[config.mk]
export PLATFORM = sky130hd
export DESIGN_NAME = noc_test_node
export DESIGN_NICKNAME = d
export VERILOG_FILES = /design/src/rtl/noc_test_node.sv
export SDC_FILE = /design/constraint.sdc
export NUM_CORES = 1
export LEC_CHECK = 0
export CORE_ASPECT_RATIO = 1.2
export CORE_MARGIN = 1.5
export CORE_UTILIZATION = 49
export DETAILED_ROUTE_END_ITERATION = 8
export PLACE_DENSITY = 0.77
export SLEW_MARGIN = 20
export SYNTH_ARGS = -nofsm -noshare
export SYNTH_HDL_FRONTEND = slang
export SYNTH_SLANG_ARGS = --single-unit
[constraint.sdc]
create_clock -name noc_clk -period 2.7 [get_ports noc_clk]
set_clock_uncertainty 0.15 [all_clocks]
set_input_delay 0.405 -clock noc_clk [delete_from_list [all_inputs] [get_ports noc_clk]]
set_output_delay 0.405 -clock noc_clk [all_outputs]
set_load 0.05 [all_outputs]
[src/rtl/noc_test_node.sv]
// NoC traffic endpoint: injects NUM_PKTS packets toward (DEST_X_ID, DEST_Y_ID) and counts packets it receives.
// Optional content checking of received packets is enabled by defining NOC_TEST_NODE_CHECK_EN.
`ifndef Noc_Data_Width
`define Noc_Data_Width 32
`endif

module noc_test_node #(
    parameter int X_ID        = 0,
    parameter int Y_ID        = 0,
    parameter int DEST_X_ID   = 1,
    parameter int DEST_Y_ID   = 1,
    parameter int NUM_PKTS    = 4,
    parameter int PKT_LEN     = 4,
    parameter int START_DELAY = 4,
    parameter int GAP         = 2
) (
    input  logic                       noc_clk,
    input  logic                       noc_rst_n,
    input  logic                       receive_valid,
    output logic                       receive_ready,
    input  logic [`Noc_Data_Width-1:0] receive_flit,
    input  logic                       receive_is_header,
    input  logic                       receive_is_tail,
    output logic                       sender_valid,
    input  logic                       sender_ready,
    output logic [`Noc_Data_Width-1:0] sender_flit,
    output logic                       sender_is_header,
    output logic                       sender_is_tail,
    output logic [7:0]                 receive_num
);
    localparam int W = `Noc_Data_Width;
    localparam logic [3:0]  SRC_X     = 4'(X_ID);
    localparam logic [3:0]  SRC_Y     = 4'(Y_ID);
    localparam logic [3:0]  DST_X     = 4'(DEST_X_ID);
    localparam logic [3:0]  DST_Y     = 4'(DEST_Y_ID);
    localparam logic [15:0] LAST_K    = 16'(PKT_LEN - 1);
    localparam logic [7:0]  LAST_P    = 8'(NUM_PKTS - 1);
    localparam logic [31:0] START_CNT = 32'(START_DELAY);
    localparam logic [31:0] GAP_CNT   = 32'(GAP - 1);

    typedef enum logic [1:0] {S_WAIT, S_SEND, S_GAP, S_DONE} state_t;

    state_t      state, state_n;
    logic [7:0]  pkt_idx, pkt_idx_n, load_pkt;
    logic [15:0] flit_idx, flit_idx_n;
    logic [31:0] cnt, cnt_n;
    logic        valid_n, hdr_n, tail_n, load_hdr;
    logic [W-1:0] flit_n;

    function automatic logic [W-1:0] make_flit(input logic [7:0] pn, input logic [15:0] kn);
        logic [W-1:0] f;
        f = '0;
        if (kn == 16'd0) f[23:0] = {pn, SRC_Y, SRC_X, DST_Y, DST_X};
        else             f[23:0] = {SRC_Y, SRC_X, pn, kn[7:0]};
        return f;
    endfunction

    always_ff @(posedge noc_clk or negedge noc_rst_n) begin
        if (!noc_rst_n) begin
            state            <= S_WAIT;
            pkt_idx          <= '0;
            flit_idx         <= '0;
            cnt              <= '0;
            sender_valid     <= 1'b0;
            sender_flit      <= '0;
            sender_is_header <= 1'b0;
            sender_is_tail   <= 1'b0;
        end else begin
            state            <= state_n;
            pkt_idx          <= pkt_idx_n;
            flit_idx         <= flit_idx_n;
            cnt              <= cnt_n;
            sender_valid     <= valid_n;
            sender_flit      <= flit_n;
            sender_is_header <= hdr_n;
            sender_is_tail   <= tail_n;
        end
    end

    // Outputs are registered: every branch computes the flit to present in the next cycle.
    always_comb begin
        state_n    = state;
        pkt_idx_n  = pkt_idx;
        flit_idx_n = flit_idx;
        cnt_n      = cnt;
        valid_n    = sender_valid;
        flit_n     = sender_flit;
        hdr_n      = sender_is_header;
        tail_n     = sender_is_tail;
        load_hdr   = 1'b0;
        load_pkt   = pkt_idx;
        case (state)
            S_WAIT: begin
                if (cnt == START_CNT) load_hdr = 1'b1;
                else                  cnt_n = cnt + 32'd1;
            end
            S_SEND: begin
                if (sender_valid && sender_ready) begin
                    if (flit_idx == LAST_K) begin
                        valid_n = 1'b0;
                        flit_n  = '0;
                        hdr_n   = 1'b0;
                        tail_n  = 1'b0;
                        if (pkt_idx == LAST_P) begin
                            state_n = S_DONE;
                        end else if (GAP == 0) begin
                            load_hdr = 1'b1;
                            load_pkt = pkt_idx + 8'd1;
                        end else begin
                            state_n = S_GAP;
                            cnt_n   = '0;
                        end
                    end else begin
                        flit_idx_n = flit_idx + 16'd1;
                        flit_n     = make_flit(pkt_idx, flit_idx + 16'd1);
                        hdr_n      = 1'b0;
                        tail_n     = (flit_idx + 16'd1 == LAST_K);
                    end
                end
            end
            S_GAP: begin
                if (cnt == GAP_CNT) begin
                    load_hdr = 1'b1;
                    load_pkt = pkt_idx + 8'd1;
                end else begin
                    cnt_n = cnt + 32'd1;
                end
            end
            default: ;
        endcase
        if (load_hdr) begin
            state_n    = S_SEND;
            pkt_idx_n  = load_pkt;
            flit_idx_n = '0;
            cnt_n      = '0;
            valid_n    = 1'b1;
            flit_n     = make_flit(load_pkt, 16'd0);
            hdr_n      = 1'b1;
            tail_n     = (LAST_K == 16'd0);
        end
    end

    logic accept, close_ok, pkt_ok, pkt_open;
    assign accept   = receive_valid & receive_ready;
    assign close_ok = receive_is_tail & (receive_is_header | pkt_open);

`ifdef NOC_TEST_NODE_CHECK_EN
    logic [3:0]   chk_sx, chk_sy;
    logic [7:0]   chk_p, chk_k;
    logic         chk_bad, hdr_bad, body_bad;
    logic [W-1:0] body_exp;

    always_comb begin
        body_exp       = '0;
        body_exp[23:0] = {chk_sy, chk_sx, chk_p, chk_k};
        hdr_bad        = (receive_flit[7:0] != {SRC_Y, SRC_X});
        body_bad       = (receive_flit != body_exp);
        pkt_ok         = receive_is_header ? !hdr_bad : !(chk_bad || body_bad);
    end

    // Source and packet number come from the header; body flits are checked against them.
    always_ff @(posedge noc_clk or negedge noc_rst_n) begin
        if (!noc_rst_n) begin
            chk_sx  <= '0;
            chk_sy  <= '0;
            chk_p   <= '0;
            chk_k   <= '0;
            chk_bad <= 1'b0;
        end else if (accept) begin
            if (receive_is_header) begin
                chk_sx  <= receive_flit[11:8];
                chk_sy  <= receive_flit[15:12];
                chk_p   <= receive_flit[23:16];
                chk_k   <= 8'd1;
                chk_bad <= hdr_bad;
            end else if (pkt_open) begin
                chk_k   <= chk_k + 8'd1;
                chk_bad <= chk_bad | body_bad;
            end
`ifndef SYNTHESIS
            if (close_ok && !pkt_ok)
                $display("noc_test_node(%0d,%0d): error: corrupted packet dropped", X_ID, Y_ID);
`endif
        end
    end
`else
    logic unused_flit;
    assign unused_flit = ^receive_flit;
    assign pkt_ok      = 1'b1;
`endif

    always_ff @(posedge noc_clk or negedge noc_rst_n) begin
        if (!noc_rst_n) begin
            receive_ready <= 1'b0;
            pkt_open      <= 1'b0;
            receive_num   <= '0;
        end else begin
            receive_ready <= 1'b1;
            if (accept) begin
                if (receive_is_header)    pkt_open <= ~receive_is_tail;
                else if (receive_is_tail) pkt_open <= 1'b0;
                if (close_ok && pkt_ok && receive_num != 8'hFF)
                    receive_num <= receive_num + 8'd1;
            end
        end
    end

endmodule

# ---- Word-level counts from Yosys, hierarchy flattened
# Index checks and enable logic that the tools add are counted.
dict set report totals {
  regBits 103
  inputBits 38
  output_inout_bits 44
}
dict set report classes {
  addsub 4
  eq_ne 14
  muxes 39
  bitwise_logic 4
  n_reduce_logical 15
}
# cell n
set op_table {}
lappend op_table {{32-bit two-way mux} 9}
lappend op_table {{32-bit case mux with 3 select lines} 1}
lappend op_table {{16-bit two-way mux} 4}
lappend op_table {{24-bit two-way mux} 2}
lappend op_table {{32-bit by 1-bit adder with 32-bit output (second input constant)} 1}
lappend op_table {{16-bit by 2-bit equality test with 1-bit output (second input constant)} 2}
lappend op_table {{32-bit by 1-bit equality test with 1-bit output (second input constant)} 1}
lappend op_table {{32-bit by 3-bit equality test with 1-bit output (second input constant)} 1}
lappend op_table {{16-bit by 1-bit adder with 16-bit output (second input constant)} 1}
lappend op_table {{8-bit by 1-bit adder with 8-bit output (second input constant)} 2}
lappend op_table {{16-bit zero test} 1}
lappend op_table {{1-bit two-way mux} 16}
lappend op_table {{8-bit two-way mux} 2}
lappend op_table {{3-bit inequality test (second input constant)} 5}
lappend op_table {{8-bit by 2-bit equality test with 1-bit output (second input constant)} 1}
lappend op_table {{2-bit two-way mux} 4}
lappend op_table {{8-bit inequality test (second input constant)} 1}
lappend op_table {{2-bit nonzero test} 4}
lappend op_table {{2-bit AND reduction} 3}
lappend op_table {{3-bit AND reduction} 2}
lappend op_table {{6-bit AND reduction} 1}
lappend op_table {{4-bit nonzero test} 1}
lappend op_table {{1-bit bitwise AND} 2}
lappend op_table {{2-bit by 1-bit equality test with 1-bit output (second input constant)} 1}
lappend op_table {{other kinds (7)} 8}

# ---- Depth between registers and ports, before layout
dict set report logic_depth {
  word_depth 7
  mapped_depth 11
  depth_no_buf 9
}

# ---- Least setup slack after synthesis
# OpenSTA, ideal clock, no wires.
dict set report synth_path {
  path_kind {register -> register}
  startpoint {reg flit_idx[0]}
  endpoint {reg sender_flit[16]}
  t_arrival_ps 2619
  required_time_ps 2483
  slack_ps -136
  path_stages_with_launch 11
  n_path_buf 2
  path_cell_list {dfrtp_1 ha_1 clkbuf_1 nand4_1 or4_1 o211a_1 a211oi_1 nand2_1 buf_2 o31ai_1 a221o_1}
}
dict set report synth_between {
  elab_chain_len 7
  elab_cells_between_ends 8
  cone_classes {1 x add/sub; 1 x eq/ne; 5 x mux; 1 x reduce/logical}
}
# element line
set synth_rtl {}
lappend synth_rtl {{start, declared} 45} ;# logic [15:0] flit_idx, flit_idx_n;
lappend synth_rtl {{start signal, assigned} 71} ;# flit_idx <= flit_idx_n;
lappend synth_rtl {{16-bit by 1-bit adder with 16-bit output} 115} ;# flit_n = make_flit(pkt_idx, flit_idx + 16'd1);
lappend synth_rtl {{16-bit zero test} 53} ;# if (kn == 16'd0) f[23:0] = {pn, SRC_Y, SRC_X, DST_Y, DST_X};
lappend synth_rtl {{24-bit two-way mux} 53}
lappend synth_rtl {{24-bit two-way mux (*)} 99} ;# if (flit_idx == LAST_K) begin
lappend synth_rtl {{32-bit two-way mux (*)} 98} ;# if (sender_valid && sender_ready) begin
lappend synth_rtl {{32-bit two-way mux (*)} 92} ;# case (state)
lappend synth_rtl {{32-bit two-way mux (*)} 131} ;# if (load_hdr) begin
lappend synth_rtl {{end signal, assigned} 74} ;# sender_flit <= flit_n;
lappend synth_rtl {{end, declared} 26} ;# output logic [`Noc_Data_Width-1:0] sender_flit,
# Every way passes the cells marked *; elsewhere a longest branch is shown, timed or not. The select of a mux whose other input is x is not followed.
# A chain may end at the register's enable or synchronous reset.

# ---- Final worst setup path
dict set report layout_path {
  startpoint {reg cnt[3]}
  endpoint {reg cnt[18]}
}
dict set report layout_between {
  elab_chain_len 5
  elab_cells_between_ends 17
  cone_classes {1 x add/sub; 7 x eq/ne; 7 x mux; 2 x reduce/logical}
}
# element line
set layout_rtl {}
lappend layout_rtl {{start, declared} 46} ;# logic [31:0] cnt, cnt_n;
lappend layout_rtl {{start signal, assigned} 72} ;# cnt <= cnt_n;
lappend layout_rtl {{branches (longest 5 deep; another with 32-bit by 1-bit adder with 32-bit output)} n/a}
# Parallel ways; which one is timed is not known. The select of a mux whose other input is x is not followed.

==> impl_metrics.tcl <==
set metrics [dict create \
    outcome "complete, but fails checks" \
    failed_checks "negative setup slack" \
    synth_edf_count 0 \
    die_h_um 117 \
    grt_pass1_wl_um 20900 \
    tritoncts "yes" \
    power.internal_mw 3.20 \
    htreeDepth 3 \
    period_needed_ns 2.70 \
    rows 41 \
    cts_root_buffer "clkbuf_16" \
    timing.final.crit_share 1.00 \
    antennaDiodeCount 0 \
    die-area_mm2 0.0115 \
    powerDensity_mw_per_mm2 776 \
    gp_congestion 0.877 \
    use_met1 0.272 \
    nNetsFinal 684 \
    crit_family "simple AND/OR/NAND/NOR gates" \
    switching_power_mw 2.07 \
    yosysTopAreaCell "dfrtp_1" \
    port_buffers 41 \
    vias_per_cell 5.97 \
    grt_usage 0.223 \
    grt_max_degree 49 \
    reg2reg_depth 9 \
    rsz0062_at_grt "yes" \
    yosys_warnings 0 \
    setup_violations 1 \
    worstHoldPathCells 2 \
    cpPeakStageDelay_ns 0.57 \
    yosysUniqueCellTypes 59 \
    postSynthCellCount 558 \
    cp.required_ns 2.79 \
    hold_slack_ns 0.331 \
    finalMaxSlewViolations 0 \
    path_clk_slew_ns 0.07 \
    clk_latency_ns 0.34 \
    core_mm2 0.0105 \
    synth_seq_cells 95 \
    cp.arrival_ns 2.79 \
    fin_setup_tns_ns -0.000231 \
    vias 4611 \
    hold_violations 0 \
    worstHoldPathType "flip-flop to flip-flop" \
    detail-route-antenna-nets 0 \
    crit_path_cell_trace "or4_4 -> a2111oi_4 -> and3_4 -> buf_12 -> a2bb2oi_4 -> buf_12 -> nand2b_4 -> a21oi_1 -> a31o_2" \
    ys_top_cells_by_area "dfrtp_1, xnor2_1, nor2_1" \
    start_util 0.504 \
    cts_sinks 95 \
    crit_slowest_cell "or4_4" \
    firstDrtPassIters 4 \
    worstSetupPathDepth 9 \
    synth_area_mm2 0.00530 \
    end_kind "flip-flop" \
    drive_above_1_share 0.220 \
    syn-mean-instance-area_um2 9.51 \
    finalWirelength_um 12700 \
    critPathLaunchType "flip-flop" \
    worst_slew_pin_slew_ns 0.801 \
    drc 0 \
    async_reset_ff_frac 1.00 \
    grt_overflow 0 \
    leakage_nw 2.83 \
    cts_buffer_depth 2 \
    cts_buffers 9 \
    setup_ws_ns -0.000231 \
    grt_busiest_layer "met2" \
    power_frac_clock 0.236 \
    crit_buf_inv 2 \
    power_frac_comb 0.377 \
    relSlewSlack 0.464 \
    use_met2 0.395 \
    swShare 0.393 \
    dp_hpwl_um 8550 \
    fp.dieW_um 98.0 \
    worst-setup-path-type "flip-flop to flip-flop" \
    synth_ff_type "dfrtp_1" \
    ios 82 \
    antenna_found_initial 0 \
    ys_seq_area_frac 0.448 \
    ir_drop_mv 0.425 \
    area_delta_synth_final_pct 28.1 \
    synth.most_common_cell "dfrtp_1" \
    crit_top_cell "buf_12" \
    synth_commonest_cells "dfrtp_1, nor2_1, nand2_1, xnor2_1, o21ai_0" \
    grtUsageMet3 0.0309 \
    path_max_fanout 8 \
    fmax_mhz 370 \
    yosysTopAreaCellShare 0.448 \
    wire_per_inst_um 16.5 \
    drtIter0Drc 194 \
    max_cap_viol_count 0 \
    grt_pass1_vias 4527 \
    seq_power_share 0.387 \
]
==> metrics by stage <==
| stage | instances | total power [mW] | util | area [um^2] | worst slack, ns |
|---|---|---|---|---|---|
| after global routing | 773 | 5.57 | 0.646 | 6790 | -0.101 |
| final | 773 | 5.27 | 0.646 | 6790 | -0.000231 |
| after CTS | 761 | 5.18 | 0.618 | 6490 | 0.000935 |
| after detailed placement | 744 | 3.91 | 0.586 | 6160 | -0.0634 |
| after global placement | 744 | 3.84 | 0.586 | 6160 | 0.00294 |
| after floorplan | 565 | 3.22 | - | 5340 | 0.0185 |
==> logic make-up (layout without fill, tap and decap cells) <==
logic type,Yosys count,after routing,synth area share
buf+inv,62,140,0.0533
xor+xnor,39,39,0.0644
other cells,2,9,0.00142
simple gates,219,219,0.207
mux,5,5,0.0101
flops,95,95,0.448
fa+ha+maj,7,7,0.0165
compound gates,129,130,0.199
==> tightest hold or removal path: stages (launching register included) <==
cell and delay, ns:
dfrtp_1 0.34, nand2_1 0.05, o21ai_0 0.06
==> layout make-up <==
cell class              instances  area [um^2]
fillers                       786         3720
multi-input cells             409         2880
flip-flops and latches         95         2380
repair buffers                112         1040
clock buffers                  11          253
well taps                     129          161
inverters                      12         45.0
clock inverters                 5         40.0
==> final timing paths <==
path                                start         endpoint  slack, ns
min                        sender_flit[3]   sender_flit[3]       0.33
max reg2reg                        cnt[3]          cnt[18]    -0.0002
min reg2reg                sender_flit[3]   sender_flit[3]       0.33
max                                cnt[3]          cnt[18]    -0.0002
min in group asynchronous       noc_rst_n  sender_flit[10]       0.34
max in group asynchronous       noc_rst_n          cnt[19]       1.41
==> state kept, by name (all words and copies together) (netlist names) <==
signal and count:
state 2, sender_flit 24, sender_valid 1, sender_is_tail 1, cnt 32, sender_is_header 1, receive_ready 1, pkt_open 1
flit_idx 16, receive_num 8, pkt_idx 8
==> power groups by stage <==
stage	combinational [mW]	sequential, mW	clock [mW]
3_5_place_dp	1.87	2.04	0
4_1_cts	1.90	2.02	1.26
3_3_place_gp	1.82	2.02	0
2_1_floorplan	0.942	2.28	0
6_report	1.99	2.04	1.24
5_1_grt	2.17	2.08	1.33
==> cell usage in the layout (no fill, tap or decap), types with 7 or more instances in the layout <==
cell             netlist  layout
o21ai_0               32      30
buf_4                  9      63
nand2_1               38      38
a2111oi_4              4       7
clkbuf_16              0      11
conb_1                 2       9
nand4_1               17      17
nor3_1                14       8
and3_1                13      11
a221o_1                7       7
dfrtp_1               95      94
a211oi_1              12       8
a22o_1                 9       9
a21oi_1               15      13
nor4_1                14      12
xnor2_1               34      34
a31o_2                 7       7
inv_1                 12      12
nor2_1                62      61
o31ai_1                9       7
nand3_1               28      28
clkdlybuf4s50_1        0      40
==> routing by layer <==
| layer | wire length [um] | share of wire | vias to the layer above |
|---|---|---|---|
| li1 | - | - | 2171 |
| met1 | 5160 | 0.41 | 2279 |
| met2 | 6700 | 0.53 | 132 |
| met3 | 556 | 0.044 | 29 |
| met4 | 313 | 0.025 | 0 |
| met5 | 0 | 0 | - |
==> repair_timing <==
item	4_1_cts	5_1_grt
setup buffers	0	9
endpoints found under the hold margin	22	0
pin swaps	1	9
setup endpoints to repair	25	40
cloned	0	3
hold buffers	1	0
gates resized for setup	6	31
(Power assumes the default switching activity.)
